<file path="src/rtl/multibyte_add_sequencer_if.sv">
// ---------------------------------------------------------------------------
// multibyte_add_sequencer_if
//   Bundles the three signal groups of the multibyte add sequencer:
//     - request channel  (in_*)  : valid/ready, operands, carry-in, sub select
//     - adder channel    (add_*) : one byte per cycle to/from an external
//                                  8-bit ripple-carry adder
//     - result channel   (out_*) : valid/ready, full sum, carry-out, overflow
//   Modports:
//     slave  : the sequencer itself (consumes requests, drives the adder,
//              produces results)
//     master : the environment (issues requests, provides the adder,
//              consumes results)
// ---------------------------------------------------------------------------
interface multibyte_add_sequencer_if #(
    parameter int NBYTES = 4
);
    localparam int W = 8 * NBYTES;

    // request channel
    logic         in_valid;
    logic         in_ready;
    logic [W-1:0] in_a;
    logic [W-1:0] in_b;
    logic         in_cin;
    logic         in_sub;

    // adder channel
    logic [7:0]   add_a;
    logic [7:0]   add_b;
    logic         add_cin;
    logic [7:0]   add_sum;
    logic         add_cout;

    // result channel
    logic         out_valid;
    logic         out_ready;
    logic [W-1:0] out_sum;
    logic         out_cout;
    logic         out_ovf;

    modport slave (
        input  in_valid, in_a, in_b, in_cin, in_sub,
        input  add_sum, add_cout,
        input  out_ready,
        output in_ready,
        output add_a, add_b, add_cin,
        output out_valid, out_sum, out_cout, out_ovf
    );

    modport master (
        output in_valid, in_a, in_b, in_cin, in_sub,
        output add_sum, add_cout,
        output out_ready,
        input  in_ready,
        input  add_a, add_b, add_cin,
        input  out_valid, out_sum, out_cout, out_ovf
    );
endinterface

</file>
<file path="src/rtl/multibyte_add_sequencer.sv">
// ---------------------------------------------------------------------------
// multibyte_add_sequencer
//   Drives an external 8-bit ripple-carry adder byte-serially to perform one
//   NBYTES*8-bit add or subtract per request. Operand bytes are presented LSB
//   first; the adder's carry is registered and fed back as the next byte's
//   carry-in. Subtraction is A + ~B + ~borrow_in, so the final carry is
//   "no borrow".
//
// Ports
//   clk    : clock, rising edge
//   rst_n  : asynchronous active-low reset, aborts any operation in flight
//   bus    : multibyte_add_sequencer_if.slave
//              in_*   request handshake (in_valid/in_ready, in_a, in_b,
//                     in_cin, in_sub)
//              add_*  adder feed (add_a, add_b, add_cin out; add_sum,
//                     add_cout in, combinational from add_*)
//              out_*  result handshake (out_valid/out_ready, out_sum,
//                     out_cout, out_ovf)
//
// Timing: out_valid rises NBYTES cycles after the accept edge and holds,
// together with the result, until out_ready is seen.
// ---------------------------------------------------------------------------
module multibyte_add_sequencer #(
    parameter int NBYTES = 4
) (
    input  logic                     clk,
    input  logic                     rst_n,
    multibyte_add_sequencer_if.slave bus
);
    localparam int W  = 8 * NBYTES;
    localparam int CW = (NBYTES > 1) ? $clog2(NBYTES) : 1;
    localparam logic [CW-1:0] LAST = CW'(NBYTES - 1);

    typedef enum logic [1:0] {
        IDLE = 2'd0,
        RUN  = 2'd1,
        DONE = 2'd2
    } state_t;

    state_t        state;
    logic [W-1:0]  a_sh;
    logic [W-1:0]  b_sh;
    logic [W-1:0]  res;
    logic          carry;
    logic          ovf;
    logic [CW-1:0] cnt;

    // Signed overflow of the most significant byte: both addends share a sign
    // and the sum's sign differs from it. b is already inverted for subtract,
    // so the same rule covers both operations.
    function automatic logic byte_ovf(input logic signed [7:0] a,
                                      input logic signed [7:0] b,
                                      input logic signed [7:0] s);
        return (a[7] == b[7]) && (s[7] != a[7]);
    endfunction

    // New sum byte enters at the top; after NBYTES shifts the result is
    // aligned. Done via a wide concat + shift so NBYTES=1 needs no special
    // slice.
    logic [W+7:0] res_cat;
    logic [W-1:0] res_next;
    assign res_cat  = {bus.add_sum, res} >> 8;
    assign res_next = res_cat[W-1:0];

    always_ff @(posedge clk or negedge rst_n) begin
        if (!rst_n) begin
            state <= IDLE;
            a_sh  <= '0;
            b_sh  <= '0;
            res   <= '0;
            carry <= 1'b0;
            ovf   <= 1'b0;
            cnt   <= '0;
        end else begin
            case (state)
                IDLE: begin
                    if (bus.in_valid) begin
                        a_sh  <= bus.in_a;
                        b_sh  <= bus.in_sub ? ~bus.in_b : bus.in_b;
                        // borrow-in becomes an inverted carry-in
                        carry <= bus.in_sub ^ bus.in_cin;
                        cnt   <= '0;
                        state <= RUN;
                    end
                end
                RUN: begin
                    res   <= res_next;
                    carry <= bus.add_cout;
                    a_sh  <= a_sh >> 8;
                    b_sh  <= b_sh >> 8;
                    if (cnt == LAST) begin
                        ovf   <= byte_ovf(a_sh[7:0], b_sh[7:0], bus.add_sum);
                        state <= DONE;
                    end else begin
                        cnt <= cnt + CW'(1);
                    end
                end
                DONE: begin
                    if (bus.out_ready) begin
                        state <= IDLE;
                    end
                end
                default: state <= IDLE;
            endcase
        end
    end

    // Outputs decode straight from state and datapath registers, so they are
    // glitch-free and stable while DONE is held.
    always_comb begin
        bus.in_ready  = (state == IDLE);
        bus.add_a     = 8'd0;
        bus.add_b     = 8'd0;
        bus.add_cin   = 1'b0;
        bus.out_valid = 1'b0;
        bus.out_sum   = '0;
        bus.out_cout  = 1'b0;
        bus.out_ovf   = 1'b0;
        if (state == RUN) begin
            bus.add_a   = a_sh[7:0];
            bus.add_b   = b_sh[7:0];
            bus.add_cin = carry;
        end
        if (state == DONE) begin
            bus.out_valid = 1'b1;
            bus.out_sum   = res;
            bus.out_cout  = carry;
            bus.out_ovf   = ovf;
        end
    end
endmodule

</file>
<file path="src/flat_wrapper.sv">
// flat-port wrapper written by rule: the top's interface ports become plain ports
module multibyte_add_sequencer_flat 
#(
    parameter int NBYTES = 4
)
  (clk, rst_n, bus_in_valid, bus_in_a, bus_in_b, bus_in_cin, bus_in_sub, bus_add_sum, bus_add_cout, bus_out_ready, bus_in_ready, bus_add_a, bus_add_b, bus_add_cin, bus_out_valid, bus_out_sum, bus_out_cout, bus_out_ovf);
  multibyte_add_sequencer_if #(.NBYTES(NBYTES)) bus_i ();
  input  logic clk;
  input  logic rst_n;
  input wire logic [$bits(bus_i.in_valid)-1:0] bus_in_valid;
  input wire logic [$bits(bus_i.in_a)-1:0] bus_in_a;
  input wire logic [$bits(bus_i.in_b)-1:0] bus_in_b;
  input wire logic [$bits(bus_i.in_cin)-1:0] bus_in_cin;
  input wire logic [$bits(bus_i.in_sub)-1:0] bus_in_sub;
  input wire logic [$bits(bus_i.add_sum)-1:0] bus_add_sum;
  input wire logic [$bits(bus_i.add_cout)-1:0] bus_add_cout;
  input wire logic [$bits(bus_i.out_ready)-1:0] bus_out_ready;
  output wire logic [$bits(bus_i.in_ready)-1:0] bus_in_ready;
  output wire logic [$bits(bus_i.add_a)-1:0] bus_add_a;
  output wire logic [$bits(bus_i.add_b)-1:0] bus_add_b;
  output wire logic [$bits(bus_i.add_cin)-1:0] bus_add_cin;
  output wire logic [$bits(bus_i.out_valid)-1:0] bus_out_valid;
  output wire logic [$bits(bus_i.out_sum)-1:0] bus_out_sum;
  output wire logic [$bits(bus_i.out_cout)-1:0] bus_out_cout;
  output wire logic [$bits(bus_i.out_ovf)-1:0] bus_out_ovf;
  assign bus_i.in_valid = bus_in_valid;
  assign bus_i.in_a = bus_in_a;
  assign bus_i.in_b = bus_in_b;
  assign bus_i.in_cin = bus_in_cin;
  assign bus_i.in_sub = bus_in_sub;
  assign bus_i.add_sum = bus_add_sum;
  assign bus_i.add_cout = bus_add_cout;
  assign bus_i.out_ready = bus_out_ready;
  assign bus_in_ready = bus_i.in_ready;
  assign bus_add_a = bus_i.add_a;
  assign bus_add_b = bus_i.add_b;
  assign bus_add_cin = bus_i.add_cin;
  assign bus_out_valid = bus_i.out_valid;
  assign bus_out_sum = bus_i.out_sum;
  assign bus_out_cout = bus_i.out_cout;
  assign bus_out_ovf = bus_i.out_ovf;
  multibyte_add_sequencer #(.NBYTES(NBYTES)) u_core (.clk(clk), .rst_n(rst_n), .bus(bus_i));
endmodule
</file>
<file path="config.mk">
export PLATFORM = sky130hd
export DESIGN_NAME = multibyte_add_sequencer_flat
export DESIGN_NICKNAME = d
export VERILOG_FILES = /design/src/rtl/multibyte_add_sequencer_if.sv /design/src/rtl/multibyte_add_sequencer.sv /design/src/flat_wrapper.sv
export SDC_FILE = /design/constraint.sdc
export NUM_CORES = 1
export LEC_CHECK = 0
export CAP_MARGIN = 20
export CORE_ASPECT_RATIO = 0.7
export CORE_MARGIN = 1
export CORE_UTILIZATION = 49
export DETAILED_ROUTE_END_ITERATION = 8
export PLACE_DENSITY = 0.81
export SLEW_MARGIN = 20
export SYNTH_ARGS = -nofsm -noshare
export SYNTH_HDL_FRONTEND = slang
export SYNTH_SLANG_ARGS = --single-unit
</file>
<file path="constraint.sdc">
create_clock -name clk -period 1.73 [get_ports clk]
set_input_delay 0.4325 -clock clk [delete_from_list [all_inputs] [get_ports clk]]
set_output_delay 0.4325 -clock clk [all_outputs]
set_load 0.02 [all_outputs]
</file>
# --- Yosys cells after proc, flatten, opt, wreduce, memory -nomap -nowiden ---
# Index checks and enable logic that the tools add are counted.
classes:
  addsub: 1
  eq_ne: 9
  mux: 21
  bitwise_logic: 2
  n_reduce_logical: 7
ops:
  columns: ["operator", "count"]
  rows:
  - ["2-to-1 mux 32 bit", 4]
  - ["one-hot mux 32 bit (2 select lines)", 2]
  - ["NOT 32 bit", 1]
  - ["2-to-1 mux 8 bit", 2]
  - ["2-to-1 mux 2 bit", 5]
  - ["inequality test 2 bit, second input constant", 3]
  - ["one-hot mux 2 bit (3 select lines)", 1]
  - ["AND reduction 3 bit", 2]
  - ["2-to-1 mux 1 bit", 5]
  - ["equality test 2 bit, second input constant", 2]
  - ["one-hot mux 2 bit (2 select lines)", 1]
  - ["AND reduction 2 bit", 2]
  - ["adder 2 x 1 -> 2 bit, second input constant", 1]
  - ["equality test 2 x 1 -> 1 bit, second input constant", 1]
  - ["logical NOT 2 bit", 1]
  - ["inequality test 2 x 1 -> 1 bit, second input constant", 1]
  - ["one-hot mux 1 bit (2 select lines)", 1]
  - ["nonzero test 2 bit", 1]
  - ["equality test 1 bit", 1]
  - ["logical AND 1 bit", 1]
  - ["inequality test 1 bit", 1]
  - ["XOR 1 bit", 1]
word_totals:
  regBits: 102
  in_bits: 79
  output_inout_bits: 53

# --- Logic depth before layout (Yosys ltp) ---
# Gate-level depths: netlist of the first run.
depth:
  word_depth: 4
  depth_mapped: 7
  depth_no_buf: 4

# --- Least setup slack after synthesis of the first run ---
# OpenSTA, ideal clock, no wires.
synth_timing:
  path_kind: "register to output"
  start: "reg u_core.state[1]"
  end: "out bus_add_b[0]"
  t_arrival_ps: 1207
  required_time_ps: 1297
  setup_slack_ps: 90
  path_stages_with_launch: 6
  n_path_buf: 3
  path_cell_list: "dfrtp_1 -> buf_4 -> nor2b_4 -> buf_6 -> clkbuf_1 -> and2_1"
synth_between:
  elab_chain_len: 2
synth_lines:
  columns: ["item", "line", "text"]
  rows:
  - ["start: declaration", "multibyte_add_sequencer.sv:40", "state_t state;"]
  - ["start signal: assignment", "multibyte_add_sequencer.sv:67", "state <= IDLE;"]
  - ["start signal: assignment", "multibyte_add_sequencer.sv:83", "state <= RUN;"]
  - ["start signal: assignment", "multibyte_add_sequencer.sv:93", "state <= DONE;"]
  - ["equality test 2 x 1 -> 1 bit", "multibyte_add_sequencer.sv:119", "if (state == RUN) begin"]
  - ["2-to-1 mux 8 bit", "multibyte_add_sequencer.sv:119", null]
  - ["end: declaration", "flat_wrapper.sv:20", "output wire logic [$bits(bus_i.add_b)-1:0] bus_add_b;"]
# Every way passes these cells.

# --- Worst setup path after layout of the first run ---
layout_timing:
  start: "reg u_core.state[0]"
  end: "out bus_add_b[3]"
# The elaborated chain is that of the path after synthesis.

==> impl_metrics.csv, run 1 <==
group,metric,value,unit
routing,drt-total-wl,12600,um
sta,max_freq,528,MHz
critical_path,worst_ep_required_time,1.30,ns
placement,place_area,6450,um2
critical_path,cp_max_fo,11,
logic_synthesis,netlist_top_cells_area,"dfrtp_1 (52%), nand2_1 (9.8%), and2_1 (6.5%), mux2i_1 (4.9%), xor2_1 (4.5%)",
clocking,clk_latency,0.34,ns
sta,min_period_over_period,110,%
grt,grt_pass1_wl,20400,um
die,die_h,85.7,um
logic_synthesis,ys_ff_latch,102,
clocking,clock_sinks,102,
pwr,vdd_ir_drop_max,0.852,mV
placement,placed_cells,734,
die,ios,132,
die,fp.coreArea,9720,um2
logic_synthesis,ys.flop_type,"dfrtp_1",
grt,antenna_found_initial,0,
clocking,cts_inserted_buffers,9,
pwr,power_density,1700,nW/um2
die,die_area,10400,um2
sta,whs,0.473,ns
cells_and_area,fin_nets,708,
clocking,path_clk_slew,0.07,ns
logic_synthesis,synth_nets,566,
die,die_w,122,um
routing,vias,4014,
placement,dp_slack,-0.306,ns
logic_synthesis,synth_top_area_share,52.0,%
pwr,p_total,11.9,mW
routing,avgRoutedWirePerCell,16.6,um
critical_path,critical_path_class,"flip-flop to output port",
cells_and_area,area_delta_synth_final,42.3,%
routing,postRouteAntennaNets,0,
critical_path,end_kind,"output port",
critical_path,cp.arrival,1.46,ns
clocking,clk_path_buf_depth,2,
logic_synthesis,netlist_top_cells_count,"nand2_1 (128), dfrtp_1 (102), and2_1 (51), xor2_1 (25), mux2i_1 (24)",
logic_synthesis,synth_most_common_cell,"nand2_1",
status,violations,"negative setup slack",
routing,firstDrtPassIters,7,
logic_synthesis,avgSynthCellArea,10.1,um2
logic_synthesis,synth_top_area_cell,"dfrtp_1",
logic_synthesis,synth_area,4900,um2
cells_and_area,fin_util,71.8,%
pwr,p_leak,3.43,nW
clocking,cts_tree,"yes",
logic_synthesis,synth_edf_count,0,
placement,gp_congestion,0.848,
clocking,cts-htree-levels,3,
die,rows,30,
sta,relSlewSlack,43.5,%
sta,setup_viol_count_final,51,
critical_path,crit_path_start_kind,"flip-flop",
sta,setup_slack,-0.165,ns
sta,hold_viol,0,
routing,viasPerCell,5.29,
routing,first_iter_violations,366,
sta,final.setup.tns,-5.51,ns
routing,top_layer_used,"met4",
placement,dpl.hpwl,8670,um
cells_and_area,instances_no_fill,759,
logic_synthesis,synth.yosys.seq_area_share,52.0,%
logic_synthesis,synthCells,486,
worst_hold_path,min_path_type,"flip-flop to flip-flop",
routing,wl_met3,696,um
grt,grt_usage,25.6,%
critical_path,rrSetupSlack,0.09,ns
cells_and_area,final_area,6980,um2
placement,port_buffers,131,
logic_synthesis,ys_types,29,
sta,tightest_slew,0.848,ns
cells_and_area,antenna_cells,0,
die,initial_core_util,50.5,%
routing,drc_errors,0,
clocking,cts_root_buf,"clkbuf_16",
sta,rsz0062_at_grt,"yes",
sta,period_minus_slack,1.90,ns
grt,grt_max_degree,61,
logic_synthesis,async_flop_share,100,%
cells_and_area,post_route_cells_drive_above_1_share,22.8,%
sta,final.setup_skew,0.00679,ns
grt,grt_pass1_vias,3997,
sta,drv_slew,0,
routing,wl_met2,6070,um
flow_run,max-cap-violations,0,
grt,overflow,0,
logic_synthesis,ys_warn_count,0,
status,status,"complete, but fails checks",
routing,wl_met1,5610,um
-- worst paths after layout --
path | start | cells past startpoint | end
max in group asynchronous | rst_n | 3 | u_core.state[1]
hold reg to reg | u_core.res[5] | 2 | u_core.res[5]
hold / removal | u_core.res[5] | 2 | u_core.res[5]
setup / recovery | u_core.state[0] | 5 | bus_add_b[3]
setup reg to reg | u_core.state[0] | 6 | u_core.a_sh[26]
min in group asynchronous | rst_n | 2 | u_core.b_sh[30]
-- cell type report --
| cell class | count | area, um2 |
|---|---|---|
| Sequential cell | 102 | 2550 |
| Timing Repair Buffer | 170 | 1780 |
| Clock inverter | 5 | 37.5 |
| Inverter | 16 | 60.1 |
| Clock buffer | 9 | 225 |
| Tap cell | 128 | 160 |
| Fill cell | 706 | 2740 |
| Multi-Input combinational cell | 329 | 2160 |
-- power by group --
group	internal, mW	switching [mW]
combinational	2.85	2.97
sequential	3.48	0.748
clock	0.965	0.875
total	7.29	4.59
-- placed cells by master, fill, tap and decap left out, types with 2 or more instances in the layout --
master             n
and2_1            23
a21oi_1            2
and2_4            28
a221o_1           11
clkdlybuf4s50_1   76
buf_12             7
inv_1             16
dfrtp_1          100
a222oi_1          14
clkbuf_16          9
a22o_1            10
mux2i_1           24
nand2_1          128
xor2_1            25
buf_4             26
o21ai_0           23
clkinvlp_4         2
dfrtp_2            2
xnor2_1            8
nor2_1             2
and3b_1           12
buf_6             59
nor2b_4            2
o31ai_1            8
-- flip-flops by register name, indices dropped and copies added (netlist names) --
signal / count
u_core.a_sh: 32
u_core.b_sh: 32
u_core.res: 32
u_core.cnt: 2
u_core.state: 2
u_core.carry: 1
u_core.ovf: 1
-- worst max-delay path, cell delays in order, from the launching register on --
cell,delay (ns)
dfrtp_2,0.44
nor2b_4,0.14
buf_6,0.12
buf_12,0.14
and2_4,0.16
buf_6,0.12
-- routing by layer --
layer	global-route usage (%)	vias to the layer above
met1	35.4	1956
met2	40.1	137
met5	0	-
met3	6.85	21
li1	-	1900
met4	6.51	0
-- repair_timing --
item                                    4_1_cts  5_1_grt
hold buffers                                  1        0
pin swaps                                     8        7
cloned                                        2        0
endpoints found under the setup margin       53       71
endpoints found under the hold margin        16        0
gates resized for setup                     342       18
buffers inserted                              9        0
-- cell families after synthesis --
| group | count (synthesis) | share of synthesized area (%) |
|---|---|---|
| fa+ha+maj | 1 | 0.255 |
| buf+inv | 55 | 5.66 |
| compound gates | 71 | 11.3 |
| mux | 25 | 5.13 |
| flops | 102 | 52.0 |
| simple gates | 199 | 19.7 |
| xor+xnor | 33 | 5.89 |
Power figures use the tool's default switching activity.
==> inputs of run 2 (changes only) <==
Settings changed: ABC_AREA from default to 1, CORE_UTILIZATION 49 to 50.
==> impl_metrics.csv, run 2 <==
group,metric,value,unit
status,status,"complete, but fails checks",
status,violations,"negative setup slack",
critical_path,critPathTopFamily,"buffers and inverters",
die,die_h,89.0,um
cells_and_area,area_delta_synth_final,46.7,%
sta,period_minus_slack,1.84,ns
pwr,vdd_ir_drop_max,0.956,mV
logic_synthesis,synthCells,796,
sta,drv_slew,0,
critical_path,end_kind,"output port",
logic_synthesis,synth_top_area_cell,"dfrtp_1",
logic_synthesis,ys_warn_count,0,
die,die_w,126,um
cells_and_area,mostFrequentLayoutCell,"nand2_1",
worst_hold_path,min_path_type,"input port to asynchronous set/reset pin",
sta,min_period_over_period,106,%
die,die_area,11200,um2
grt,grt_pass1_vias,4900,
logic_synthesis,synth_most_common_cell,"nand2_1",
logic_synthesis,ys_ff_latch,102,
placement,gp_congestion,0.782,
routing,drc_errors,0,
sta,final.setup_skew,0.00592,ns
cells_and_area,fin_nets,1016,
cells_and_area,largestRegisters,"u_core.a_sh: 32 flops, u_core.b_sh: 32 flops, u_core.res: 32 flops",
routing,postRouteAntennaNets,0,
sta,setup_slack,-0.110,ns
placement,dpl.hpwl,9560,um
sta,hold_viol,0,
cells_and_area,post_route_cells_drive_above_1_share,18.7,%
logic_synthesis,avgSynthCellArea,6.79,um2
grt,grt_pass1_wl,23900,um
critical_path,cp_max_fo,9,
critical_path,crit_path_start_kind,"flip-flop",
pwr,p_total,13.7,mW
critical_path,critical_path_class,"flip-flop to output port",
die,initial_core_util,51.8,%
logic_synthesis,synth_edf_count,0,
logic_synthesis,ys_types,19,
sta,tightest_slew,0.493,ns
clocking,clk_path_buf_depth,2,
pwr,power_density,1730,nW/um2
cells_and_area,fin_util,75.9,%
logic_synthesis,synth_nets,876,
logic_synthesis,async_flop_share,100,%
clocking,cts_root_buf,"clkbuf_16",
critical_path,rrSetupSlack,0.09,ns
routing,first_iter_violations,476,
die,rows,31,
logic_synthesis,ys.flop_type,"dfrtp_1",
flow_run,max-cap-violations,0,
critical_path,path_cells,"buf_6, nand2_8, buf_12, nor2_1, buf_4",
clocking,cts-htree-levels,3,
critical_path,crit_path_max_incr_delay,0.41,ns
clocking,path_clk_slew,0.07,ns
routing,vias,5390,
logic_synthesis,netlist_top_cells_area,"dfrtp_1 (47%), nand2_1 (25%), nand3_1 (8.0%), inv_1 (6.0%), nor2_1 (4.7%)",
clocking,cts_hold_buf,0,
logic_synthesis,synth_area,5400,um2
logic_synthesis,synth.yosys.seq_area_share,47.3,%
sta,rsz0062_at_grt,"yes",
routing,viasPerCell,5.02,
sta,relSlewSlack,67.1,%
clocking,cts_inserted_buffers,9,
die,fp.coreArea,10400,um2
sta,setup_viol_count_final,53,
grt,grt_usage,27.2,%
routing,drt-total-wl,15500,um
routing,avgRoutedWirePerCell,14.4,um
critical_path,cp.arrival,1.41,ns
placement,dp_slack,-0.212,ns
clocking,clk_latency,0.34,ns
clocking,clock_sinks,102,
cells_and_area,layout_common_cells,"nand2_1 (359), dfrtp_1 (101), inv_1 (86), nand3_1 (86), clkdlybuf4s50_1 (77)",
sta,max_freq,544,MHz
grt,grt_max_degree,53,
placement,port_buffers,131,
critical_path,critPathSlowestCell,"dfrtp_1",
grt,overflow,0,
die,ios,132,
grt,antenna_found_initial,0,
clocking,cts_tree,"yes",
cells_and_area,antenna_cells,0,
logic_synthesis,synth_top_area_share,47.3,%
critical_path,cp_num_buf_inv,3,
logic_synthesis,netlist_top_cells_count,"nand2_1 (360), dfrtp_1 (102), inv_1 (87), nand3_1 (86), nor2_1 (68)",
pwr,p_leak,4.20,nW
routing,firstDrtPassIters,5,
critical_path,worst_ep_required_time,1.30,ns
## run 2: what timing repair did
item	in CTS	in global routing
cloned	3	2
endpoints found under the setup margin	53	111
hold endpoints to repair	0	0
pin swaps	3	3
gates resized for setup	332	75
buffers inserted	10	3
## run 2: worst reg2reg max path, delay by kind of cell (launching register included)
family | cells | cell delay (ns)
buffers and inverters | 4 | 0.63
DFF | 1 | 0.45
AOI/OAI and AO/OA | 1 | 0.24
and+or+nand+nor | 2 | 0.20
## run 2: power breakdown
group | internal, mW | switching [mW] | total, mW | leakage (nW)
Combinational | 3.04 | 4.43 | 7.47 | 2.75
Clock | 1.31 | 0.886 | 2.20 | 0.155
Sequential | 3.47 | 0.598 | 4.06 | 1.29
## run 2: path summary, 6_finish.rpt
check / startpoint / end / cells after the start
max: u_core.state[1] / bus_out_sum[19] / 5
min: rst_n / u_core.res[9] / 1
min reg2reg: u_core.b_sh[1] / u_core.b_sh[1] / 2
max reg2reg: u_core.state[0] / u_core.b_sh[25] / 7
min in group clk: u_core.b_sh[1] / u_core.b_sh[1] / 2
max in group asynchronous: rst_n / u_core.state[0] / 2
## run 2: kinds of logic after synthesis
group                    synth area share, %
AND/OR/NAND/NOR                         38.2
buffers and inverters                   11.0
adder cells (fa/ha/maj)                0.232
AO/OA/AOI/OAI                           3.29
flip-flops                              47.3
## run 2: cell type report
cell class	count	area [um2]
fill	734	2510
multi-input combinational	554	2570
tap	132	165
clock buffer	10	239
clock inverter	6	92.6
inverter	92	348
timing repair buffer	177	1950
sequential	102	2550
## run 2: metrics by stage
| stage | TNS, ns | cells | cell area (um2) | hold slack [ns] |
|---|---|---|---|---|
| after global routing | -6.42 | 1073 | 7920 | 0.0778 |
| after detailed placement | -8.49 | 1041 | 6990 | 0.423 |
| final | -4.16 | 1073 | 7920 | 0.0592 |
| after CTS | -2.63 | 1069 | 7580 | 0.0563 |
| after global placement | -6.90 | 1041 | 6990 | 0.419 |
| after floorplan | 0 | 796 | 5400 | 0.137 |
## run 2: metal layers
| metal | routed length (um) | track usage (%) |
|---|---|---|
| met5 | 0 | 0 |
| met4 | 284 | 8.32 |
| met3 | 1030 | 5.57 |
| met2 | 7140 | 41.9 |
| met1 | 7030 | 39.3 |
